[src/rtl/rv32i_types.sv]
// Shared types for the regfile commit sequencer: the queued write record and the sequencer state.
package rv32i_types;

  // Widest ROB tag a queued record can hold; ROB_DEPTH on the sequencer must not exceed it.
  localparam int ROB_TAG_MAX = 16;

  typedef struct packed {
    logic [4:0]             rd_s;
    logic [31:0]            rd_v;
    logic [ROB_TAG_MAX-1:0] rob;
  } commit_wr_t;

  typedef enum logic {
    RUN   = 1'b0,
    DRAIN = 1'b1
  } seq_state_e;

endpackage

[src/rtl/commit_wr_fifo.sv]
// Pending regfile-write queue: up to LANES pushes per cycle in lane order, one pop per cycle,
// occupancy count exported so the producer can budget free slots.
module commit_wr_fifo
  import rv32i_types::*;
#(
  parameter int LANES      = 2,
  parameter int FIFO_DEPTH = 4,
  localparam int PTR_W     = $clog2(FIFO_DEPTH),
  localparam int CNT_W     = $clog2(FIFO_DEPTH + 1)
) (
  input  logic                    clk,
  input  logic                    rst,
  input  logic       [LANES-1:0]  push_i,
  input  commit_wr_t [LANES-1:0]  push_data_i,
  input  logic                    pop_i,
  output commit_wr_t              head_o,
  output logic       [CNT_W-1:0]  count_o
);

  commit_wr_t       mem_q [FIFO_DEPTH];
  logic [PTR_W-1:0] wr_ptr_q, rd_ptr_q;
  logic [CNT_W-1:0] count_q, count_d, n_push;
  logic [PTR_W-1:0] slot [LANES];
  logic             pop_eff;

  // Compact the pushing lanes onto consecutive slots; pointer arithmetic wraps by width.
  always_comb begin
    // NOTE: every combinational output gets a default before any conditional update, so no latch is inferred.
    n_push = '0;
    for (int i = 0; i < LANES; i++) begin
      slot[i] = wr_ptr_q + n_push[PTR_W-1:0];
      if (push_i[i]) n_push = n_push + CNT_W'(1);
    end
  end

  assign pop_eff = pop_i && (count_q != '0);
  assign count_d = count_q + n_push - CNT_W'(pop_eff);

  // NOTE: sequential state uses non-blocking assignments so every register sees pre-edge values.
  always_ff @(posedge clk or posedge rst) begin
    if (rst) begin
      wr_ptr_q <= '0;
      rd_ptr_q <= '0;
      count_q  <= '0;
    end else begin
      wr_ptr_q <= wr_ptr_q + n_push[PTR_W-1:0];
      rd_ptr_q <= rd_ptr_q + PTR_W'(pop_eff);
      count_q  <= count_d;
    end
  end

  // NOTE: storage is not reset; only entries covered by count_q are ever observed.
  always_ff @(posedge clk) begin
    for (int i = 0; i < LANES; i++) begin
      if (push_i[i]) mem_q[slot[i]] <= push_data_i[i];
    end
  end

  assign head_o  = mem_q[rd_ptr_q];
  assign count_o = count_q;

endmodule

[src/rtl/regfile_commit_sequencer.sv]
// Serialises multi-lane ROB commits onto the single regfile write port and sequences the
// post-mispredict drain. Optional COMMIT_SEQ_BYPASS_EN sends lane 0 straight out when the queue is empty.
module regfile_commit_sequencer
  import rv32i_types::*;
#(
  parameter int ROB_DEPTH  = 4,
  parameter int LANES      = 2,
  parameter int FIFO_DEPTH = 4
) (
  input  logic                             clk,
  input  logic                             rst,
  input  logic [LANES-1:0]                 rob_commit_valid,
  input  logic [LANES-1:0]                 rob_commit_we,
  input  logic [LANES-1:0][4:0]            rob_commit_rd_s,
  input  logic [LANES-1:0][31:0]           rob_commit_rd_v,
  input  logic [LANES-1:0][ROB_DEPTH-1:0]  rob_commit_rob,
  output logic                             rob_commit_ready,
  input  logic                             flush_req,
  output logic                             regfile_we,
  output logic [4:0]                       regfile_rd_s,
  output logic [31:0]                      regfile_rd_v,
  output logic [ROB_DEPTH-1:0]             regfile_rob,
  output logic                             regfile_move_flush,
  output logic                             issue_stall
);

  localparam int CNT_W = $clog2(FIFO_DEPTH + 1);

  seq_state_e             state_q, state_d;
  logic       [LANES-1:0] writing, push;
  commit_wr_t [LANES-1:0] lane_wr;
  commit_wr_t             head;
  logic       [CNT_W-1:0] count, n_wr;
  logic                   accept, q_empty, bypass;
  logic                   unused_head_rob;

  always_comb begin
    n_wr = '0;
    for (int i = 0; i < LANES; i++) begin
      writing[i]      = rob_commit_valid[i] && rob_commit_we[i] && (rob_commit_rd_s[i] != 5'd0);
      lane_wr[i].rd_s = rob_commit_rd_s[i];
      lane_wr[i].rd_v = rob_commit_rd_v[i];
      lane_wr[i].rob  = ROB_TAG_MAX'(rob_commit_rob[i]);
      n_wr            = n_wr + CNT_W'(writing[i]);
    end
  end

  // Free slots come from the registered count only; this cycle's pop is not credited.
  assign q_empty = (count == '0);
  assign accept  = !rst && (state_q == RUN) && ((CNT_W'(FIFO_DEPTH) - count) >= n_wr);

`ifdef COMMIT_SEQ_BYPASS_EN
  assign bypass = accept && q_empty && writing[0];
`else
  assign bypass = 1'b0;
`endif

  always_comb begin
    push = accept ? writing : '0;
    if (bypass) push[0] = 1'b0;
  end

  commit_wr_fifo #(
    .LANES      (LANES),
    .FIFO_DEPTH (FIFO_DEPTH)
  ) u_fifo (
    .clk         (clk),
    .rst         (rst),
    .push_i      (push),
    .push_data_i (lane_wr),
    .pop_i       (!q_empty),
    .head_o      (head),
    .count_o     (count)
  );

  always_ff @(posedge clk or posedge rst) begin
    if (rst) state_q <= RUN;
    else     state_q <= state_d;
  end

  // DRAIN ends in the cycle the final entry pops; no pushes can arrive while draining.
  always_comb begin
    state_d = state_q;
    case (state_q)
      RUN:     if (flush_req) state_d = DRAIN;
      DRAIN:   if (count <= CNT_W'(1)) state_d = RUN;
      default: state_d = RUN;
    endcase
  end

  always_comb begin
    rob_commit_ready   = accept;
    issue_stall        = (state_q == DRAIN);
    regfile_move_flush = (state_q == DRAIN) && (count <= CNT_W'(1));
    regfile_we         = 1'b0;
    regfile_rd_s       = '0;
    regfile_rd_v       = '0;
    regfile_rob        = '0;
    if (!q_empty) begin
      regfile_we   = 1'b1;
      regfile_rd_s = head.rd_s;
      regfile_rd_v = head.rd_v;
      regfile_rob  = head.rob[ROB_DEPTH-1:0];
    end else if (bypass) begin
      regfile_we   = 1'b1;
      regfile_rd_s = lane_wr[0].rd_s;
      regfile_rd_v = lane_wr[0].rd_v;
      regfile_rob  = rob_commit_rob[0];
    end
  end

  assign unused_head_rob = ^head.rob;

endmodule

[config.mk]
export PLATFORM = sky130hd
export DESIGN_NAME = regfile_commit_sequencer
export DESIGN_NICKNAME = d
export VERILOG_FILES = /design/src/rtl/rv32i_types.sv /design/src/rtl/commit_wr_fifo.sv /design/src/rtl/regfile_commit_sequencer.sv
export SDC_FILE = /design/constraint.sdc
export NUM_CORES = 1
export LEC_CHECK = 0
export CORE_ASPECT_RATIO = 0.7
export CORE_UTILIZATION = 57
export DETAILED_ROUTE_END_ITERATION = 10
export PLACE_DENSITY_LB_ADDON = 0.3
export SETUP_SLACK_MARGIN = 0.02
export SLEW_MARGIN = 10
export SYNTH_ARGS = -nofsm -noshare
export SYNTH_HDL_FRONTEND = slang
export SYNTH_HIERARCHICAL = 1
export SYNTH_SLANG_ARGS = --single-unit
[constraint.sdc]
create_clock -name clk -period 8.2 [get_ports clk]
set_input_delay 2.05 -clock clk [delete_from_list [all_inputs] [get_ports clk]]
set_output_delay 2.05 -clock clk [all_outputs]
set_load 0.03 [all_outputs]
---- After elaboration in Yosys (flattened, before gate mapping) ----
Memories as Yosys holds them, arrays and structs flattened.
Cells that the tools add are included.
Widths: inputs -> output; s select.
cells by class
  $add $sub $neg .......................... 8
  $lt $le $gt $ge ......................... 2
  multiplexer cells ....................... 14
  bitwise operators ....................... 1
  reduce and logical (&&, ||, !) cells .... 14
operators with widths
  cell                 count
  $mux 32              1
  $reduce_bool 5->1    2
  $logic_and 1x1->1    8
  $mux 1               8
  $mux 5               1
  $add 2x1->2          2
  $mux 4               1
  $add 3x3->3          1
  $ge 3x2->1           1
  $le 3x1->1 const B   1
  $logic_not 3->1      1
  $mux 3               1
  $reduce_bool 3->1    1
  $sub 3x1->3          1
  $sub 3x3->3 const A  1
  $add 1x1->2          1
  $add 1x1->2 const B  1
  $add 2x2->2          1
  $logic_not 1->1      2
  $mux 2               1
  $pmux 1 s2           1
  $not 1->1            1
storage, ports and cells
  flip-flop bits (word level) ............. 8
  memory bits (writable) .................. 164
  input port bits ......................... 89
  memories ................................ 1
memory list
  memory        words  bits a word  rd ports  clocked after Yosys merged registers in  wr ports  line                  text
  u_fifo.mem_q  4      41           1         0                                        2         commit_wr_fifo.sv:20  commit_wr_t mem_q [FIFO_DEPTH];

---- Depth between registers and ports, before layout ----
  depth in word-level cells ............... 11
  mapped depth ............................ 17
  mapped depth without buffers ............ 17

---- Cells and area by module ----
Netlist, hierarchy kept.
by module, submodules not included
  module                    times used  cells an instance  area an instance (um^2)  seq. area each (um^2)
  commit_wr_fifo            1           553                10766.6                  6541.3
  regfile_commit_sequencer  1           73                 521.8                    25.0

---- Worst setup path before layout ----
No wires, ideal clock.
  path kind ............................... input to register
  start ................................... in rob_commit_rd_s[6] (netlist name)
  end ..................................... mem u_fifo/mem_q[2][0] (netlist name) (enable)
  arrival time ............................ 7639 ps
  setup slack ............................. 24 ps
  stages on the path ...................... 9
  buffers on the path ..................... 0
  cell sequence ........................... or3_1 > o311a_1 > ha_1 > ha_1 > nand2b_1 > a21oi_1 > nor4b_4 > nand2_1 > o21ai_0
RTL lines
  element             line                            text
  start: declaration  regfile_commit_sequencer.sv:14  input logic [LANES-1:0][4:0] rob_commit_rd_s,
  end: declaration    commit_wr_fifo.sv:20

---- Final worst setup path ----
  start ................................... in rob_commit_rd_s[6] (netlist name)
  end ..................................... out rob_commit_ready
on the way
  word-level cells in the longest chain between the ends .. 5
ends and longest elaborated chain
  element            line                            text
  $reduce_bool 5->1  regfile_commit_sequencer.sv:40  writing[i] = rob_commit_valid[i] && rob_commit_we[i] && (rob_commit_rd_s[i] != 5'd0);
  $logic_and 1x1->1  regfile_commit_sequencer.sv:40
  $add 1x1->2        regfile_commit_sequencer.sv:44  n_wr = n_wr + CNT_W'(writing[i]);
  $ge 3x2->1         regfile_commit_sequencer.sv:50  assign accept = !rst && (state_q == RUN) && ((CNT_W'(FIFO_DEPTH) - count) >= n_wr);
  $logic_and 1x1->1  regfile_commit_sequencer.sv:50
  end: declaration   regfile_commit_sequencer.sv:17  output logic rob_commit_ready,
Every way passes these cells.

==> results.md <==
* Status: complete, but fails checks
* Failing checks: design-rule violations
* Clock share of power at 25.4%
* CP peak stage delay at 620 ps
* Overall global routing resource usage at 25.2%
* Post-CTS Repair Setup Buffers at 0
* Total number of vias at 5037
* ANT nets after route at 0
* Final WL at 19500 microns
* Hold-fix buffers, CTS at 0
* Final Hold Viols at 0
* LEAKAGE at 3.88 nW
* Worst vdd ir at 0.181 mV
* Grt ovf at 0
* Drt first-iter violations at 299
* Critical path cell sequence: clkdlybuf4s50_1, or3_1, o311a_1, ha_1, ha_1, nand2b_1, a21oi_1, nor3_1, clkdlybuf4s50_1
* Slew Limit Fails at 0
* # nets final at 742
* Fmax at 139 MHz
* CP delay by family, top: buffers and inverters
* Initial antenna violation count at 1
* CTS resizes at 0
* First-pass GRT wire length at 30300 microns
* DRC Markers at 20
* Post-Syn Area at 8990 sq um
* HPWL Detailed at 11600 microns
* Critical Path Source Type: input pin
* Num CTS Buffers at 17
* Met3 wire len at 1510 microns
* DIE WIDTH at 152 microns
* Top Metal Used: met4
* Placer Congestion at 0.771
* Die area at 16300 sq um
* Largest net degree at the start of global routing at 43
* Logic pwr share at 38.8%
* Vias per cell at 5.95
* CTS tree: done
* Clk slew on worst S/H paths at 60 ps
* H-tree Lvls at 4
* M1 WL at 7760 microns
* Die Ht at 107 microns
* Int Pwr at 2.16 mW
* Worst path bufs/invs at 2
* Arr. time, crit path at 5170 ps
* Slowest CP cell: clkdlybuf4s50_1
* Core Box Area at 15000 sq um
* Max-cap viol count at 0
* Initial Util at 59.7%
* Clk sinks at 172
* Hold_ws at 511 ps
* Final worst-path cycle share at 88.0%
* Worst hold path class: register to register
* Setup Crit Path Kind: input pin to output pin
* Final setup violation count at 0
* Switching portion of total power at 34.1%
* Layout cells sized above 1 at 39.3%
* Syn Area/Cell at 17.4 sq um
* Unrepaired setup endpoints after global routing: no
* Vias in the first global route at 5546
* Worst relative slew slack at 27.8%
* IO Count at 134
* Cell Rows at 37
* CP max FO at 5
* Antenna cells at 0
* NetSw at 1.12 mW
* Clock Latency Late Sink at 420 ps
* Post-DR wirelength/cell at 23.0 microns
* Yosys warns at 6
* Post-Syn Instances at 517
* Root Driver: clkbuf_16
* Layout area overhead at 23.4%
* Clock skew at 9.14 ps
* Syn Nets at 620
* Fillers at 894
* Crit. End Element: output pin
* Max Root-Sink Buffers at 2
* Worst-margin pin slew at 1080 ps
* Power Dens Cells at 296 nW/um^2
* Final min period at 7220 ps
* Seq pwr share at 35.8%
* Setup TNS Final at 0 ps
* I/O Buffers at 133
* Req. time, crit path at 6150 ps
* DR pass1 iterations at 8
* WL met2 at 9980 microns
## path summary, 6_finish.rpt
kind	startpoint	end	slack [ps]	cells past startpoint
setup / recovery	rob_commit_rd_s[6]	rob_commit_ready	980	9
min in group asynchronous	rst	issue_stall	2010	2
hold reg to reg	u_fifo/count_o[2]	u_fifo/count_o[2]	510	1
setup reg to reg	u_fifo/count_o[0]	u_fifo/mem_q[2][38]	4060	11
max in group asynchronous	rst	u_fifo/rd_ptr_q[0]	5800	2
hold / removal	u_fifo/count_o[2]	u_fifo/count_o[2]	510	1
## state kept, by name, indices dropped and copies added (netlist names)
| name | count |
|---|---|
| u_fifo/count_o | 3 |
| issue_stall | 1 |
| u_fifo/mem_q | 164 |
| u_fifo/rd_ptr_q | 2 |
| u_fifo/wr_ptr_q | 2 |
## through the flow
| step | utilization [%] | cell area [sq um] | worst slack [ps] | cells | power [mW] |
|---|---|---|---|---|---|
| 2_1_floorplan | - | 8990 | 897 | 517 | 1.99 |
| 3_3_place_gp | 69.7 | 10500 | 1050 | 815 | 2.45 |
| 3_5_place_dp | 69.7 | 10500 | 1010 | 815 | 2.47 |
| 4_1_cts | 73.7 | 11100 | 986 | 847 | 3.31 |
| 5_1_grt | 73.7 | 11100 | 844 | 847 | 3.43 |
| 6_report | 73.7 | 11100 | 983 | 847 | 3.28 |
## power groups by stage
stage / Combinational (mW) / Sequential, mW / Clock, mW
finish: 1.27 / 1.18 / 0.833
global route: 1.35 / 1.20 / 0.880
CTS: 1.28 / 1.18 / 0.845
detailed placement: 1.27 / 1.20 / 0
global placement: 1.25 / 1.20 / 0
floorplan: 0.902 / 1.08 / 0
## layout by cell type (no fill, tap or decap), types with 2 or more instances in the layout
master           instances
a21oi_1                  2
buf_4                    9
ha_1                    12
dfrtp_1                  6
clkinv_4                 2
inv_1                   14
bufinv_16                3
nor2b_1                 41
inv_6                    5
nand2_1                  3
clkinvlp_4               2
nor4b_4                  2
xor2_1                   2
clkbuf_16               17
mux2_2                 127
or3_1                    2
mux4_2                  41
xnor2_1                  4
mux2_4                  37
edfxtp_1               164
nand2b_1                 3
clkdlybuf4s50_1        133
o311a_1                  2
o21ai_4                  2
## layer usage
metal	up-vias	global-route usage [%]
li1	2272	-
met4	0	7.87
met2	206	44.0
met3	18	5.62
met1	2541	31.8
met5	-	0
## layout make-up
cell class / instances / area (sq um) / area share (%)
Tap cell: 195 / 244 / 2.20
Clock buffer: 18 / 429 / 3.87
Timing Repair Buffer: 142 / 1400 / 12.6
Multi-Input combinational cell: 292 / 3660 / 33.0
Sequential cell: 172 / 5130 / 46.2
Inverter: 14 / 52.6 / 0.474
Clock inverter: 14 / 181 / 1.64
Note: power is estimated with default switching activity, not from simulation.
